### src/rtl/periph_bus_arbiter.sv
// Two-master round-robin arbiter for a single-port peripheral register bus.
// Each access runs IDLE -> ACCESS (one peripheral cycle) -> RESP (one-cycle ack).
module periph_bus_arbiter #(
    parameter logic [31:0] ADDR_BASE = 32'h2000_0000,
    parameter logic [31:0] ADDR_MASK = 32'hFFFF_FFF0
) (
    input  logic        clk,
    input  logic        rst,
    input  logic        m0_req,
    input  logic        m0_we,
    input  logic [31:0] m0_addr,
    input  logic [31:0] m0_wdata,
    output logic        m0_ack,
    output logic        m0_err,
    output logic [31:0] m0_rdata,
    input  logic        m1_req,
    input  logic        m1_we,
    input  logic [31:0] m1_addr,
    input  logic [31:0] m1_wdata,
    output logic        m1_ack,
    output logic        m1_err,
    output logic [31:0] m1_rdata,
    output logic [31:0] s_addr_o,
    output logic [31:0] s_data_o,
    output logic        s_we_o,
    input  logic [31:0] s_data_i
);

    typedef enum logic [1:0] {
        IDLE   = 2'd0,
        ACCESS = 2'd1,
        RESP   = 2'd2
    } state_t;

    state_t      state_r;
    state_t      state_nxt_s;
    logic        sel_r;
    logic        sel_nxt_s;
    logic        last_gnt_r;
    logic        last_gnt_nxt_s;
    logic        err_r;
    logic [31:0] rdata_r;
    logic [31:0] acc_addr_s;
    logic [31:0] acc_wdata_s;
    logic        acc_we_s;
    logic        acc_hit_s;

    function automatic logic addr_hit(input logic [31:0] addr);
        return (addr & ADDR_MASK) == ADDR_BASE;
    endfunction

    // Next-state, grant selection and round-robin history.
    always_comb begin
        state_nxt_s    = state_r;
        sel_nxt_s      = sel_r;
        last_gnt_nxt_s = last_gnt_r;
        case (state_r)
            IDLE: begin
                if (m0_req && m1_req) begin
                    sel_nxt_s      = ~last_gnt_r;
                    last_gnt_nxt_s = ~last_gnt_r;
                    state_nxt_s    = ACCESS;
                end else if (m0_req) begin
                    sel_nxt_s      = 1'b0;
                    last_gnt_nxt_s = 1'b0;
                    state_nxt_s    = ACCESS;
                end else if (m1_req) begin
                    sel_nxt_s      = 1'b1;
                    last_gnt_nxt_s = 1'b1;
                    state_nxt_s    = ACCESS;
                end else begin
                    state_nxt_s    = IDLE;
                end
            end
            ACCESS:  state_nxt_s = RESP;
            RESP:    state_nxt_s = IDLE;
            default: state_nxt_s = IDLE;
        endcase
    end

    // Granted master's request fields, straight from its held inputs.
    always_comb begin
        if (sel_r) begin
            acc_addr_s  = m1_addr;
            acc_wdata_s = m1_wdata;
            acc_we_s    = m1_we;
        end else begin
            acc_addr_s  = m0_addr;
            acc_wdata_s = m0_wdata;
            acc_we_s    = m0_we;
        end
        acc_hit_s = addr_hit(acc_addr_s);
    end

    // Peripheral bus is driven only during ACCESS; misses never strobe a write.
    always_comb begin
        s_addr_o = 32'd0;
        s_data_o = 32'd0;
        s_we_o   = 1'b0;
        if (state_r == ACCESS) begin
            s_addr_o = acc_addr_s;
            s_data_o = acc_wdata_s;
            s_we_o   = acc_hit_s & acc_we_s;
        end else begin
            s_we_o   = 1'b0;
        end
    end

    // Response is steered to the selected master only, from registered data.
    always_comb begin
        m0_ack   = 1'b0;
        m0_err   = 1'b0;
        m0_rdata = 32'd0;
        m1_ack   = 1'b0;
        m1_err   = 1'b0;
        m1_rdata = 32'd0;
        if (state_r == RESP) begin
            if (sel_r) begin
                m1_ack   = 1'b1;
                m1_err   = err_r;
                m1_rdata = rdata_r;
            end else begin
                m0_ack   = 1'b1;
                m0_err   = err_r;
                m0_rdata = rdata_r;
            end
        end else begin
            m0_ack = 1'b0;
            m1_ack = 1'b0;
        end
    end

    // State registers; read data is frozen at the end of ACCESS.
    always_ff @(posedge clk) begin
        if (rst) begin
            state_r    <= IDLE;
            sel_r      <= 1'b0;
            last_gnt_r <= 1'b1;
            err_r      <= 1'b0;
            rdata_r    <= 32'd0;
        end else begin
            state_r    <= state_nxt_s;
            sel_r      <= sel_nxt_s;
            last_gnt_r <= last_gnt_nxt_s;
            if (state_r == ACCESS) begin
                rdata_r <= acc_hit_s ? s_data_i : 32'd0;
                err_r   <= ~acc_hit_s;
            end else begin
                rdata_r <= rdata_r;
                err_r   <= err_r;
            end
        end
    end

endmodule

### config.mk
export PLATFORM = sky130hd
export DESIGN_NAME = periph_bus_arbiter
export DESIGN_NICKNAME = d
export VERILOG_FILES = /design/src/rtl/periph_bus_arbiter.sv
export SDC_FILE = /design/constraint.sdc
export NUM_CORES = 1
export LEC_CHECK = 0
export BUFFER_PORTS_ARGS = -buffer_cell sky130_fd_sc_hd__buf_2
export CAP_MARGIN = 40
export CORE_AREA = 2 2 118 120
export DETAILED_ROUTE_END_ITERATION = 16
export DIE_AREA = 0 0 120 122
export PLACE_DENSITY = 0.66
export SLEW_MARGIN = 20
export SYNTH_ARGS = -nofsm -noshare
export SYNTH_HDL_FRONTEND = slang
export SYNTH_SLANG_ARGS = --single-unit
### constraint.sdc
create_clock -name clk -period 1.6 [get_ports clk]
set_input_delay 0.16 -clock clk [delete_from_list [all_inputs] [get_ports clk]]
set_output_delay 0.16 -clock clk [all_outputs]
set_load 0.01 [all_outputs]
**After elaboration in Yosys (flattened, before gate mapping)**

Index checks and enable logic that the tools add are counted.

- Add/sub/neg operators: 0
- Multipliers: 0
- Div/mod/pow operators: 0
- $lt $le $gt $ge: 0
- Equal/unequal tests: 3
- Shift-type cells: 0
- Muxes and demuxes: 26
- Bitwise operators: 3
- Reduce and logical (&&, ||, !) cells: 4

Operator list:

| cell | count |
|---|---|
| 32-bit two-way mux | 9 |
| 28-bit by 26-bit == test with 1-bit output, second input constant | 1 |
| 1-bit two-way mux | 16 |
| 2-bit one-hot mux with 2 select lines | 1 |
| 3-bit nonzero test | 1 |
| 2-bit by 1-bit == test with 1-bit output, second input constant | 1 |
| 2-bit == test, second input constant | 1 |
| 2-bit zero test | 1 |
| 1-bit NOT | 2 |
| 2-bit AND reduction | 1 |
| 1-bit bitwise AND | 1 |
| 1-bit logical AND | 1 |

- Flip-flop bits (word level): 37
- Bits in latches: 0
- RAM bits: 0
- ROM bits: 0
- Output and inout bits: 133
- Logic and storage cells: 41
- Memories: 0

**Depth between registers and ports, before layout**

- Word-level depth: 4
- Mapped depth: 7
- Gate-level depth less buffers: 4

**Least setup slack after synthesis**

OpenSTA, ideal clock, no wires.

- Path type: register -> output
- Start: register sel_r
- End: output s_we_o
- Arrival time: 1.800 ns
- Data required time: 1.440 ns
- Setup slack: -0.360 ns
- Stages on the path, launching flop included: 6
- Cells stage by stage: dfxtp_1 > buf_4 > or4b_1 > o41a_1 > buf_2 > nor4_1

- Cells in the longest elaborated chain, start to end: 4
- Elaborated cells on any way between the ends: 5
- Classes of those cells: eq/ne: 1; mux: 3; bitwise: 1

Ends and longest elaborated chain:

| item | line | source |
|---|---|---|
| start: declaration | 37 | `logic sel_r;` |
| start signal: assignment | 143 | `sel_r <= sel_nxt_s;` |
| 32-bit two-way mux | 83 | `if (sel_r) begin` |
| 28-bit by 26-bit == test with 1-bit output | 49 | `return (addr & ADDR_MASK) == ADDR_BASE;` |
| 1-bit bitwise AND (*) | 103 | `s_we_o = acc_hit_s & acc_we_s;` |
| 1-bit two-way mux (*) | 100 | `if (state_r == ACCESS) begin` |
| end: declaration | 25 | `output logic s_we_o,` |

Every way passes the cells marked *; elsewhere a longest branch is shown, timed or not.

**Worst setup path in the final report**

Same ends and word-level chain as after synthesis.

==> impl_results.md <==
* Synthesized area at 3082 µm²
* Worst EP arrival at 1880 ps
* Distinct cells, synth at 27
* Total number of vias at 3968
* Adder-cell share of the synthesized area at 0%
* P&R area growth vs syn at 89.52%
* Hold WS at 130.3 ps
* Hold Path Class: in -> reg
* Die area at 14640 µm²
* Slew of the pin with the lowest slew margin at 392.6 ps
* CTS tree: done
* Net Count, Synth at 569
* Setup tns final at -28450 ps
* DRC at 0
* H-tree levels at 2
* Clock share of power at 39.9%
* CTS sink count at 37
* Synthesis-stage register bit count at 37
* FF-to-FF path depth at 6
* Core ar. at 13500 µm²
* XOR/XNOR share of the synthesized area at 0%
* Crit. path cell count at 5
* # setup viols final at 148
* Vias in the first global route at 3491
* First-pass iteration count of the detailed router at 4
* Sequential fraction of design power at 28.5%
* Cells after DPL at 871
* Yosys Warn Count at 0
* Comb pwr share at 31.7%
* GP Congestion at 0.8705
* Crit-path cells: or4b_4 > o41a_4 > buf_4 > nor4_4 > buf_2
* Leak at 2.829 nW
* Complex-gate fraction of the synthesized area at 14.05%
* Critical path fanouts, max at 2
* WS Path Type: reg -> out
* Internal Power at 0.002374 W
* Slew HR at 73.58%
* Switching Fraction at 28.51%
* Slowest cell on crit path: or4b_4
* Initial antenna violation count at 0
* Sequential cell area at 747.0 µm²
* Num rows at 43
* Reg2reg setup slack at -330 ps
* Final nets at 882
* RSZ-0062 raised after global routing: true
* CTS root buffer: clkbuf_16
* Total track usage at 15.58%
* Fmax at 489.5 MHz
* I/O pin cnt at 299
* Slowest cell delay on critical path at 450 ps
* Run status: finished, violations left
* Tcrit/Tclk final at 127.7%
* Pre-CTS setup slack at -224.0 ps
* Worst Setup Start Kind: register
* Post-synthesis sequential area ratio at 24.04%
* Setup crit end kind: output pin
* Global-route wire length before repair at 18030 µm
* Hpwl dp at 9444 µm
* Mux share of post-synthesis cell area at 21.48%
* Cell count after synthesis at 403
* Total of max-cap violations at 0
* Area occupied by multi-input gates at 2516 µm²
* Fin cells at 898
* Pwr Density at 568.5 nW/µm²
* Layout cells sized above 1 at 55.79%
* CP Capture Point: s_we_o
* Vias per std cell at 4.419
* Reg2reg start: sel_r
* CP delay by family, top: simple AND/OR/NAND/NOR gates
* Worst Setup SP: sel_r
* Fin util at 43.25%
* Peak supply drop at 0.6300 mV
* Reg clk slew, reported paths at 60 ps
* Clk_lat worst skew at 280 ps
* Iter 0 DRT Violations at 152
* CTS Buf Count at 5
* RR Endpoint: err_r
* Crit path time final at 2043 ps
* DRT antenna net count at 0
* Mapped Avg Cell Area at 7.647 µm²
* Starting Density at 22.82%
* IO Port Bufs at 298
* Final hold violations at 0
* Post-route setup slack at -442.7 ps
* CTS max path bufs at 2
* Skew final at 4.461 ps
* Die Span X at 120 µm
* WL final at 13280 µm
* # fillers at 1365
* WP buf/inv at 2
* Max Slew Vio Count at 0
* Worst Path Required at 1440 ps
* Violated checks: setup timing
* Largest family of logic cells by synthesized area: simple AND/OR/NAND/NOR gates
* Remaining Overflow, GRT at 0
* Die Y at 122 µm
* Synth Area in Simple Gates at 35.36%
* P_sw at 0.0009466 W
* DR WL/cell at 14.79 µm
* Largest net degree at the start of global routing at 35
## logic make-up after synthesis
family / after synthesis
compound gates: 37
buf+inv: 34
mux: 66
simple gates: 229
flops: 37
## layout make-up
type	instances	area share, %
Antenna cell	1	0.04284
Clock buffer	5	2.142
Clock inverter	3	1.178
Multi-Input combinational cell	332	43.08
Sequential cell	37	12.79
Tap cell	180	3.856
Timing Repair Buffer	340	36.91
## worst min path at each step
stage | from | end | slack (ps) | cells past startpoint
after global placement | s_data_i[0] | rdata_r[0] | 410 | 3
after CTS | s_data_i[0] | rdata_r[0] | 120 | 3
after floorplan | rst | sel_r | 220 | 1
final | s_data_i[0] | rdata_r[0] | 130 | 3
after global routing | s_data_i[0] | rdata_r[0] | 130 | 3
after detailed placement | s_data_i[0] | rdata_r[0] | 410 | 3
## sequential cells by signal (all words and copies together), names as in the netlist
name and cells:
err_r 1, state_r 2, rdata_r 32, sel_r 1
last_gnt_r 1
## metrics by stage
step	power (W)	cell area [µm²]
4_1_cts	0.003288	5363
5_1_grt	0.003488	5838
3_3_place_gp	0.001840	4942
2_1_floorplan	0.001391	3119
3_5_place_dp	0.001847	4942
6_report	0.003320	5841
## power groups by stage
stage               sequential, W  combinational [W]  clock (W)
detailed placement       0.000963           0.000884          0
floorplan                0.000959           0.000432          0
global route             0.000946            0.00114    0.00140
finish                   0.000945            0.00105    0.00132
global placement         0.000963           0.000877          0
CTS                      0.000945           0.000980    0.00136
## worst reg2reg max path: stages (launching register included)
cell and delay [ps]:
dfxtp_4 340, or4b_4 450, o41a_4 370, buf_4 150, buf_12 140, buf_12 140
o31a_1 230
## cell usage after synthesis
master / number / share of area, %
buf_1: 9 / 1.1
clkbuf_1: 19 / 2.3
or4b_1: 1 / 0.32
nor4b_1: 2 / 0.57
nor3_1: 2 / 0.32
o31ai_1: 2 / 0.49
buf_4: 1 / 0.24
mux2i_1: 65 / 21
a211o_1: 1 / 0.28
o31ai_2: 30 / 12
and2_1: 66 / 13
nor3b_1: 1 / 0.24
mux2_2: 1 / 0.37
buf_2: 2 / 0.32
o31a_1: 1 / 0.28
a32oi_1: 1 / 0.28
nor2_1: 73 / 8.9
dfxtp_1: 37 / 24
nand4_1: 3 / 0.61
o21ai_0: 1 / 0.16
and3b_1: 1 / 0.28
buf_6: 3 / 1.1
nand2_1: 68 / 8.3
nor2b_1: 1 / 0.20
o41a_1: 1 / 0.37
nand2b_1: 1 / 0.20
nor4_1: 10 / 2.0
## metal layers
layer  vias to the layer above  share of wire (%)  global-route usage [%]
li1                       2000                  -                       -
met1                      1794                 41                   18.32
met2                       160                 52                   29.15
met3                        14                6.2                   3.230
met4                         0                1.1                   3.088
met5                         -                  0                       0
## layout by cell type, fill, tap and decap left out, drive strengths merged, types with 2 or more instances in the layout
| cell | count |
|---|---|
| buf | 332 |
| nor2 | 73 |
| nand2 | 68 |
| and2 | 66 |
| mux2i | 65 |
| dfxtp | 37 |
| o31ai | 32 |
| clkbuf | 11 |
| nor4 | 10 |
| nand4 | 3 |
| nor3 | 2 |
| nor4b | 2 |
| bufinv | 2 |
| bufbuf | 2 |
## timing repair
item,4_1_cts,5_1_grt
gates resized for setup,20,44
setup buffers,4,5
endpoints found under the hold margin,0,0
endpoints found under the setup margin,158,162
pin swaps,0,2
hold buffers,0,0
gates cloned,3,6
(Power assumes the default switching activity.)
